**config.mk**
```make
export PLATFORM = sky130hd
export DESIGN_NAME = csi2_crc_check_ctrl
export DESIGN_NICKNAME = d
export VERILOG_FILES = /design/src/rtl/csi2_crc_check_ctrl.sv
export SDC_FILE = /design/constraint.sdc
export NUM_CORES = 1
export LEC_CHECK = 0
export BUFFER_PORTS_ARGS = -buffer_cell sky130_fd_sc_hd__buf_2
export CORE_MARGIN = 2
export CORE_UTILIZATION = 56
export DETAILED_ROUTE_END_ITERATION = 16
export HOLD_SLACK_MARGIN = 0.02
export PLACE_DENSITY = 0.85
export SYNTH_ARGS = -nofsm -noshare
export SYNTH_HDL_FRONTEND = slang
export SYNTH_SLANG_ARGS = --single-unit
```
**constraint.sdc**
```tcl
create_clock -name clk -period 3.4 [get_ports clk]
set_input_delay 0.51 -clock clk [delete_from_list [all_inputs] [get_ports clk]]
set_output_delay 0.51 -clock clk [all_outputs]
set_load 0.02 [all_outputs]
```
**src/rtl/csi2_crc_check_ctrl.sv**
```systemverilog
// csi2_crc_check_ctrl: parses the lane-merged CSI-2 byte stream (DI, WC, ECC,
// payload, CRC footer), sequences an external byte-wise CRC16 engine and
// reports pass/fail per long packet.
// Optional feature: define CSI2_CRC_ERR_CNT_EN to build the saturating CRC
// error counter on err_cnt; otherwise err_cnt is tied to zero.
module csi2_crc_check_ctrl #(
   parameter int unsigned ERR_CNT_W = 16
) (
   input  logic                 clk,
   input  logic                 rst,
   input  logic                 s_valid,
   input  logic [7:0]           s_data,
   input  logic                 s_sop,
   output logic                 crc_clr,
   output logic                 crc_en,
   output logic [7:0]           crc_data,
   input  logic [15:0]          crc_in,
   output logic [7:0]           pkt_di,
   output logic [15:0]          pkt_wc,
   output logic                 pkt_done,
   output logic                 crc_ok,
   output logic                 crc_err,
   output logic [15:0]          rx_crc,
   output logic                 pkt_abort,
   output logic [ERR_CNT_W-1:0] err_cnt
);

   typedef enum logic [2:0] {
      IDLE,
      HDR1,
      HDR2,
      HDR3,
      PAYLOAD,
      CRC0,
      CRC1
   } state_t;

   state_t      state;
   logic [15:0] byte_cnt;
   logic        crc_match;
   logic        crc_fail_take;

   assign crc_en        = s_valid & (state == PAYLOAD);
   assign crc_data      = s_data;
   // The engine result is final here: the last payload byte was at least two cycles ago.
   assign crc_match     = (crc_in == {s_data, rx_crc[7:0]});
   assign crc_fail_take = s_valid & ~s_sop & (state == CRC1) & ~crc_match;

   // Packet parser: header capture, payload counting, CRC footer compare and result pulses.
   always_ff @(posedge clk or posedge rst) begin
      if (rst) begin
         state     <= IDLE;
         byte_cnt  <= '0;
         crc_clr   <= 1'b1;
         pkt_di    <= '0;
         pkt_wc    <= '0;
         pkt_done  <= 1'b0;
         crc_ok    <= 1'b0;
         crc_err   <= 1'b0;
         rx_crc    <= '0;
         pkt_abort <= 1'b0;
      end else begin
         crc_clr   <= 1'b0;
         pkt_done  <= 1'b0;
         pkt_abort <= 1'b0;
         if (s_valid) begin
            if (s_sop) begin
               // A start-of-packet always wins; outside IDLE it truncates the current packet.
               pkt_di    <= s_data;
               crc_clr   <= 1'b1;
               pkt_abort <= (state != IDLE);
               state     <= HDR1;
            end else begin
               case (state)
                  IDLE: begin
                     state <= IDLE;
                  end
                  HDR1: begin
                     pkt_wc[7:0] <= s_data;
                     state       <= HDR2;
                  end
                  HDR2: begin
                     pkt_wc[15:8] <= s_data;
                     state        <= HDR3;
                  end
                  HDR3: begin
                     byte_cnt <= pkt_wc;
                     if (pkt_di[5:0] <= 6'h0F) begin
                        state <= IDLE;
                     end else if (pkt_wc == 16'd0) begin
                        state <= CRC0;
                     end else begin
                        state <= PAYLOAD;
                     end
                  end
                  PAYLOAD: begin
                     byte_cnt <= byte_cnt - 16'd1;
                     if (byte_cnt == 16'd1) begin
                        state <= CRC0;
                     end
                  end
                  CRC0: begin
                     rx_crc[7:0] <= s_data;
                     state       <= CRC1;
                  end
                  CRC1: begin
                     rx_crc[15:8] <= s_data;
                     pkt_done     <= 1'b1;
                     crc_ok       <= crc_match;
                     crc_err      <= ~crc_match;
                     state        <= IDLE;
                  end
                  default: begin
                     state <= IDLE;
                  end
               endcase
            end
         end
      end
   end

`ifdef CSI2_CRC_ERR_CNT_EN
   // Saturating count of failed CRC checks, updated together with pkt_done.
   always_ff @(posedge clk or posedge rst) begin
      if (rst) begin
         err_cnt <= '0;
      end else if (crc_fail_take && (err_cnt != '1)) begin
         err_cnt <= err_cnt + {{(ERR_CNT_W-1){1'b0}}, 1'b1};
      end
   end
`else
   assign err_cnt = '0;
`endif

endmodule

```
# After elaboration in Yosys (flattened, before gate mapping)
# Index checks and enable logic that the tools add are counted.
# Widths: inputs -> output; s select.
# totals
in_bits	28
word_cells	49
ff_bits	64
output_inout_bits	70
# op_classes
n_addsub	1
bitwise_logic	3
magnitude_cmp	1
eq_ne	9
n_reduce_logical	10
n_mux	13
# op_table
operator	count
$pmux 16 s2	1
$eq 16x1->1 const B	1
$eq 16x16->1	1
$logic_not 16->1	1
$sub 16x1->16 const B	1
$pmux 3 s5	1
$reduce_and 3->1	5
$eq 3x3->1 const B	3
$mux 3	3
$mux 1	8
$eq 3x2->1 const B	2
$le 6x4->1 const B	1
$reduce_and 2->1	2
$eq 3x1->1 const B	1
$ne 3x2->1 const B	1
$reduce_bool 3->1	1
$not 1->1	2
$reduce_bool 2->1	1
$and 1x1->1	1

# Logic depth before layout (Yosys ltp)
# Gate-level depths: netlist of the first run.
# logic_depth
ltp_word	5
ltp_mapped	7
mapped_depth_nobuf	6

# Worst setup path after synthesis of the first run
# Ideal clock, no wire load.
# synth_path
kind	register to output
start	register state[0]
end	output port crc_en
required_ps	2890
t_arrival_ps	1438
slack_ps	1452
n_path_buf	2
path_stages_with_launch	5
cell_sequence	dfrtp_1 > clkbuf_1 > nor3b_2 > clkbuf_1 > and2_1
# synth_between
elab_chain_len	2
# synth_rtl
element	line	text
from (decl)	38	state_t state;
from (signal assigned)	52	state <= IDLE;
from (signal assigned)	72	state <= HDR1;
from (signal assigned)	76	state <= IDLE;
$eq 3x3->1	43	assign crc_en = s_valid & (state == PAYLOAD);
$and 1x1->1	43	
to (decl)	15	output logic crc_en,
# No other way between the ends.

# Worst setup path in the final report of the first run
# layout_path
start	register state[2]
end	register byte_cnt[0]
# layout_between
elab_chain_len	3
elab_cells_between_ends	5
cone_classes	2 x eq/ne; 1 x mux; 2 x reduce/logical
# layout_rtl
element	line	text
$eq 3x3->1 or $eq 3x2->1 (tied branches)	74	case (state)
$reduce_bool 2->1 (no source line)	n/a	
$reduce_and 3->1 (no source line)	n/a	
to (signal assigned)	87	byte_cnt <= pkt_wc;
to (signal assigned)	97	byte_cnt <= byte_cnt - 16'd1;
to (decl)	39	logic [15:0] byte_cnt;
# Several ways; a longest one is shown, not always the timed one.
# A chain may end at the register's enable or synchronous reset.

==> flow_metrics.env, run 1 <==
export IMPL_power_density_nw_per_um2=782
export IMPL_internal_power_mw=1.85
export IMPL_ys_async_sr_fraction=1.00
export IMPL_dp_hpwl_um=5710
export IMPL_tightest_slew_ns=0.843
export IMPL_die_h_um=82.0
export IMPL_ios=98
export IMPL_core_area_um2=5890
export IMPL_leakage_nw=1.91
export IMPL_skew_ns=0.00755
export IMPL_grt_pass1_vias=2633
export IMPL_drt_iter0_markers=223
export IMPL_critPathRequiredTime_ns=3.63
export IMPL_rsz0062_at_grt="false"
export IMPL_ant_nets=0
export IMPL_max_slew_margin_rel=0.438
export IMPL_seq_area_um2=1600
export IMPL_place_area_um2=3740
export IMPL_synth_ff_latch_count=64
export IMPL_fin_area_um2=3930
export IMPL_drv_cap=0
export IMPL_firstDrtPassIters=4
export IMPL_worstPathArrival_ns=2.69
export IMPL_fin_crit_sh=0.724
export IMPL_vdd_drop_max_v=0.000568
export IMPL_power_mw=3.08
export IMPL_insertion_delay_ns=0.34
export IMPL_ys_types=53
export IMPL_grt_usage=0.260
export IMPL_nFillCells=448
export IMPL_pwr_share_seq=0.441
export IMPL_drv_slew=0
export IMPL_pwr_share_comb=0.348
export IMPL_crit_start="state[2]$_DFFE_PP0P_"
export IMPL_r2r_start="state[2]$_DFFE_PP0P_"
export IMPL_end_kind="flip-flop"
export IMPL_layout_commonest_cell="buf_2"
export IMPL_critPathLaunchType="flip-flop"
export IMPL_via_per_inst=5.86
export IMPL_cts_max_level=3
export IMPL_synthesis_area_um2=3400
export IMPL_cts_tree="built"
export IMPL_hold_class="in -> async"
export IMPL_final_nets=416
export IMPL_wl_per_cell_um=17.4
export IMPL_vias=2713
export IMPL_drc=0
export IMPL_antenna_cells=0
export IMPL_post_cts_buffers=0
export IMPL_synth_edff_count=0
export IMPL_crit_fanout=24
export IMPL_cts_root_buf="clkbuf_8"
export IMPL_grt_overflow_total=0
export IMPL_die_area_um2=6720
export IMPL_status="finished clean"
export IMPL_ys_warn_count=0
export IMPL_cts_hold_buf=0
export IMPL_synthFlopType="dfrtp_1"
export IMPL_final_cell_mix="buf_2, dfrtp_1, mux2_2"
export IMPL_drive_above_1_share=0.387
export IMPL_io_buffer_count=81
export IMPL_power_switching_share=0.398
export IMPL_r2r_end="byte_cnt[0]$_DFFE_PP0P_"
export IMPL_finalSetupViolations=0
export IMPL_multi_input_area_um2=1580
export IMPL_post_cts_resized=0
export IMPL_netlist_instances=314
export IMPL_clk_pin_slew_ns=0.07
export IMPL_min_period_ns=2.46
export IMPL_r2r_cells=5
export IMPL_grt_max_degree=34
export IMPL_p_switching_mw=1.22
export IMPL_syn_area_per_cell_um2=10.8
export IMPL_synthToLayoutAreaGrowth_pct=15.5
export IMPL_gp_congestion=0.887
export IMPL_regToRegSetupSlack_ns=0.94
export IMPL_die_width_um=82.0
export IMPL_wl_um=8080
export IMPL_grt_pass1_wl_um=13000
export IMPL_clockBufferDepth=2
export IMPL_antenna_found_initial=0
export IMPL_critPathKind="reg -> reg"
export IMPL_ys_seq_area_frac=0.471
export IMPL_maxClockFrequency_ghz=0.406
export IMPL_rows=28
export IMPL_cts_sinks=64
export IMPL_initial_utilization=0.578
export IMPL_final_setup_tns_ns=0
export IMPL_clkPwrFrac=0.211
export IMPL_cts_made_buffers=9
export IMPL_final_hold_viol_count=0
==> layout make-up <==
| class | instances | share of cell area |
|---|---|---|
| well taps | 75 | 0.0239 |
| clock inverters | 3 | 0.0108 |
| multi-input cells | 217 | 0.402 |
| flip-flops and latches | 64 | 0.408 |
| inverters | 9 | 0.00859 |
| clock buffers | 11 | 0.0385 |
| repair buffers | 84 | 0.109 |
==> flip-flops by register name, summed over array words and instances, names as in the netlist <==
signal,cells
pkt_di,8
pkt_wc,16
pkt_abort,1
crc_ok,1
crc_err,1
rx_crc,16
byte_cnt,16
pkt_done,1
state,3
crc_clr,1
==> per-layer routing <==
layer | track usage | up-vias | part of all wire
li1 | - | 1242 | -
met5 | 0 | - | 0
met2 | 0.415 | 124 | 0.50
met3 | 0.0451 | 24 | 0.066
met1 | 0.341 | 1323 | 0.40
met4 | 0.132 | 0 | 0.029
==> worst max-delay path: stages, from the launching register on <==
cell and delay, ns:
dfrtp_1 0.63, or3b_1 0.39, buf_4 0.22, a21oi_1 0.68, nor2_1 0.09, a311o_1 0.35
==> through the flow <==
stage | util | setup WS [ns] | hold WS (ns) | instances
2_1_floorplan | - | 1.29 | 0.505 | 329
3_3_place_gp | 0.635 | 1.08 | 0.462 | 449
3_5_place_dp | 0.635 | 0.997 | 0.488 | 449
4_1_cts | 0.668 | 0.958 | 0.294 | 463
5_1_grt | 0.668 | 0.774 | 0.334 | 463
6_report | 0.668 | 0.938 | 0.268 | 463
==> kinds of logic after synthesis <==
group                      after synthesis  synth area share
adders and majority gates                3            0.0110
buffers and inverters                   48            0.0820
muxes                                   41             0.136
and+or+nand+nor                         86             0.151
xor gates and xnor gates                17            0.0437
other                                    1           0.00110
DFF                                     64             0.471
AOI/OAI and AO/OA                       54             0.104
==> worst max-delay path by stage <==
| stage | endpoint | slack, ns | depth (start not counted) |
|---|---|---|---|
| 2_1_floorplan | byte_cnt[0]$_DFFE_PP0P_ | 1.29 | 1 |
| 3_3_place_gp | byte_cnt[0]$_DFFE_PP0P_ | 1.08 | 5 |
| 3_5_place_dp | byte_cnt[0]$_DFFE_PP0P_ | 1.0 | 5 |
| 4_1_cts | byte_cnt[0]$_DFFE_PP0P_ | 0.96 | 5 |
| 5_1_grt | byte_cnt[0]$_DFFE_PP0P_ | 0.77 | 5 |
| 6_report | byte_cnt[0]$_DFFE_PP0P_ | 0.94 | 5 |
==> power by group through the flow <==
stage | sequential, mW | combinational, mW | clock [mW]
final | 1.36 | 1.07 | 0.649
after global routing | 1.39 | 1.16 | 0.688
after global placement | 1.34 | 1.02 | 0
after CTS | 1.35 | 1.07 | 0.656
after floorplan | 1.44 | 0.613 | 0
after detailed placement | 1.35 | 1.06 | 0
==> cell usage after synthesis, types with 2 or more instances <==
master | n | share of area
a211o_1 | 3 | 0.0077
a21o_1 | 2 | 0.0044
a21oi_1 | 16 | 0.024
a2bb2oi_1 | 4 | 0.010
a31oi_1 | 2 | 0.0037
and3_1 | 2 | 0.0037
buf_4 | 24 | 0.053
clkbuf_1 | 13 | 0.014
dfrtp_1 | 63 | 0.46
ha_1 | 3 | 0.011
inv_1 | 9 | 0.0099
mux2_2 | 41 | 0.14
nand2_1 | 11 | 0.012
nand2b_1 | 2 | 0.0037
nand3_1 | 4 | 0.0059
nand3b_1 | 3 | 0.0066
nand4_1 | 6 | 0.011
nand4b_1 | 2 | 0.0051
nor2_1 | 16 | 0.018
nor3_1 | 13 | 0.019
nor3b_2 | 2 | 0.0073
nor4_1 | 9 | 0.017
o211ai_1 | 3 | 0.0066
o21ai_0 | 10 | 0.015
o22a_1 | 2 | 0.0051
o22ai_1 | 4 | 0.0073
o2bb2ai_1 | 2 | 0.0051
or3_1 | 3 | 0.0055
xor2_1 | 16 | 0.041
(Power assumes the default switching activity.)
==> run 2, diff against run 1 <==
--- a/config.mk
+++ b/config.mk
@@ -7,10 +7,10 @@
 export LEC_CHECK = 0
 export BUFFER_PORTS_ARGS = -buffer_cell sky130_fd_sc_hd__buf_2
 export CORE_MARGIN = 2
-export CORE_UTILIZATION = 56
+export CORE_UTILIZATION = 52
 export DETAILED_ROUTE_END_ITERATION = 16
 export HOLD_SLACK_MARGIN = 0.02
-export PLACE_DENSITY = 0.85
+export PLACE_DENSITY = 0.8
 export SYNTH_ARGS = -nofsm -noshare
 export SYNTH_HDL_FRONTEND = slang
 export SYNTH_SLANG_ARGS = --single-unit
==> constraint.sdc (replaced) <==
create_clock -name clk -period 2.35 [get_ports clk]
set_input_delay 0.3525 -clock clk [delete_from_list [all_inputs] [get_ports clk]]
set_output_delay 0.3525 -clock clk [all_outputs]
set_load 0.02 [all_outputs]
==> run 2 against run 1 <==
Against the previous run:
- non-clock buffer count grew 5
- maximum frequency grew 15%
- critical path depth grew 1
- clock skew grew 0.0035 ns
- clock power grew 51%
- sequential power grew 44%
==> flow_metrics.env, run 2 (synthesis gave the netlist of run 1 again) <==
export IMPL_cts_hold_buf=0
export IMPL_layout_commonest_cell="buf_2"
export IMPL_cts_made_buffers=9
export IMPL_final_nets=421
export IMPL_status="finished clean"
export IMPL_max_stage_delay_ns=0.57
export IMPL_final_cell_mix="buf_2, dfrtp_1, mux2_2"
export IMPL_io_buffer_count=81
export IMPL_cts_sinks=64
export IMPL_final_setup_tns_ns=0
export IMPL_critPathRequiredTime_ns=2.61
export IMPL_firstDrtPassIters=4
export IMPL_ant_nets=0
export IMPL_grt_usage=0.240
export IMPL_hold_class="in -> async"
export IMPL_grt_overflow_total=0
export IMPL_cts_root_buf="clkbuf_8"
export IMPL_initial_utilization=0.536
export IMPL_ios=98
export IMPL_min_period_ns=2.15
export IMPL_critPathKind="reg -> reg"
export IMPL_post_cts_buffers=0
export IMPL_via_per_inst=5.76
export IMPL_dp_hpwl_um=5800
export IMPL_worst_path_most_repeated_cell="nor3_1"
export IMPL_clockBufferDepth=2
export IMPL_antenna_cells=0
export IMPL_vias=2719
export IMPL_end_kind="flip-flop"
export IMPL_nFillCells=525
export IMPL_critPathLaunchType="flip-flop"
export IMPL_insertion_delay_ns=0.35
export IMPL_cts_tree="built"
export IMPL_vdd_drop_max_v=0.000661
export IMPL_tightest_slew_ns=0.624
export IMPL_grt_pass1_wl_um=13400
export IMPL_cpMaxStageDelayCell="dfrtp_1"
export IMPL_drc=0
export IMPL_rsz0062_at_grt="false"
export IMPL_synthToLayoutAreaGrowth_pct=17.3
export IMPL_grt_max_degree=65
export IMPL_power_density_nw_per_um2=1130
export IMPL_drive_above_1_share=0.397
export IMPL_maxClockFrequency_ghz=0.465
export IMPL_grt_pass1_vias=2583
export IMPL_post_cts_resized=0
export IMPL_core_area_um2=6350
export IMPL_cts_max_level=3
export IMPL_final_hold_viol_count=0
export IMPL_crit_fanout=11
export IMPL_antenna_found_initial=0
export IMPL_worstPathArrival_ns=2.41
export IMPL_wl_um=8200
export IMPL_drv_cap=0
export IMPL_fin_crit_sh=0.915
export IMPL_whs_ns=0.0486
export IMPL_die_h_um=84.9
export IMPL_gp_congestion=0.922
export IMPL_crit_chain="inv_1 > ha_1 > or4_1 > nor3_1 > a31oi_1 > nor3_1"
export IMPL_clk_pin_slew_ns=0.08
export IMPL_skew_ns=0.0111
export IMPL_wl_per_cell_um=17.4
export IMPL_die_area_um2=7210
export IMPL_rows=29
export IMPL_finalSetupViolations=0
export IMPL_drt_iter0_markers=170
export IMPL_leakage_nw=1.94
export IMPL_die_width_um=84.9
export IMPL_reg_top3="byte_cnt x16, pkt_wc x16, rx_crc x16"
export IMPL_drv_slew=0
export IMPL_max_slew_margin_rel=0.582
==> run 2: critical path: cells and delay by family (launching register included) <==
family	cells	cell delay, ns
compound gates	1	0.12
fa+ha+maj	1	0.38
simple gates	3	0.85
buf+inv	1	0.14
flops	1	0.57
==> run 2: through the flow <==
step	utilization	instance area (um^2)	std cells	total power [mW]	setup slack, ns
after detailed placement	0.597	3790	456	3.52	0.274
after CTS	0.629	4000	472	4.50	0.189
after floorplan	-	3460	329	2.97	0.401
final	0.629	4000	472	4.50	0.200
after global routing	0.629	4000	472	4.74	0.0164
after global placement	0.597	3790	456	3.45	0.353
==> run 2: worst paths after layout <==
kind | from | to | slack (ns) | cells after the start
setup / recovery | state[1]$_DFFE_PP0P_ | state[0]$_DFFE_PP0P_ | 0.20 | 6
hold / removal | rst | pkt_abort$_DFF_PP0_ | 0.05 | 3
setup reg to reg | state[1]$_DFFE_PP0P_ | state[0]$_DFFE_PP0P_ | 0.20 | 6
hold reg to reg | crc_ok$_DFFE_PP0P_ | crc_ok$_DFFE_PP0P_ | 0.49 | 2
max in group asynchronous | rst | byte_cnt[11]$_DFFE_PP0P_ | 2.01 | 3
min in group clk | s_sop | state[1]$_DFFE_PP0P_ | 0.25 | 2
==> run 2: where the power goes <==
group	internal (mW)	leakage, nW	switching, mW
Sequential	1.48	0.799	0.480
Combinational	0.686	1.04	0.876
Clock	0.522	0.0989	0.456
==> run 2: area by class of cell <==
cell class,count,area (um^2),area share
inverters,9,33.8,0.00846
well taps,77,96.3,0.0241
multi-input cells,217,1580,0.395
repair buffers,89,478,0.120
flip-flops and latches,64,1600,0.401
clock inverters,6,67.6,0.0169
clock buffers,10,138,0.0345
==> run 2: layer usage <==
layer	track usage	vias to the layer above	share of wire	routed length, um
met4	0.0895	0	0.018	149
met1	0.300	1339	0.41	3360
met3	0.0652	17	0.065	536
met5	0	-	0	0
li1	-	1250	-	-
met2	0.399	113	0.51	4150
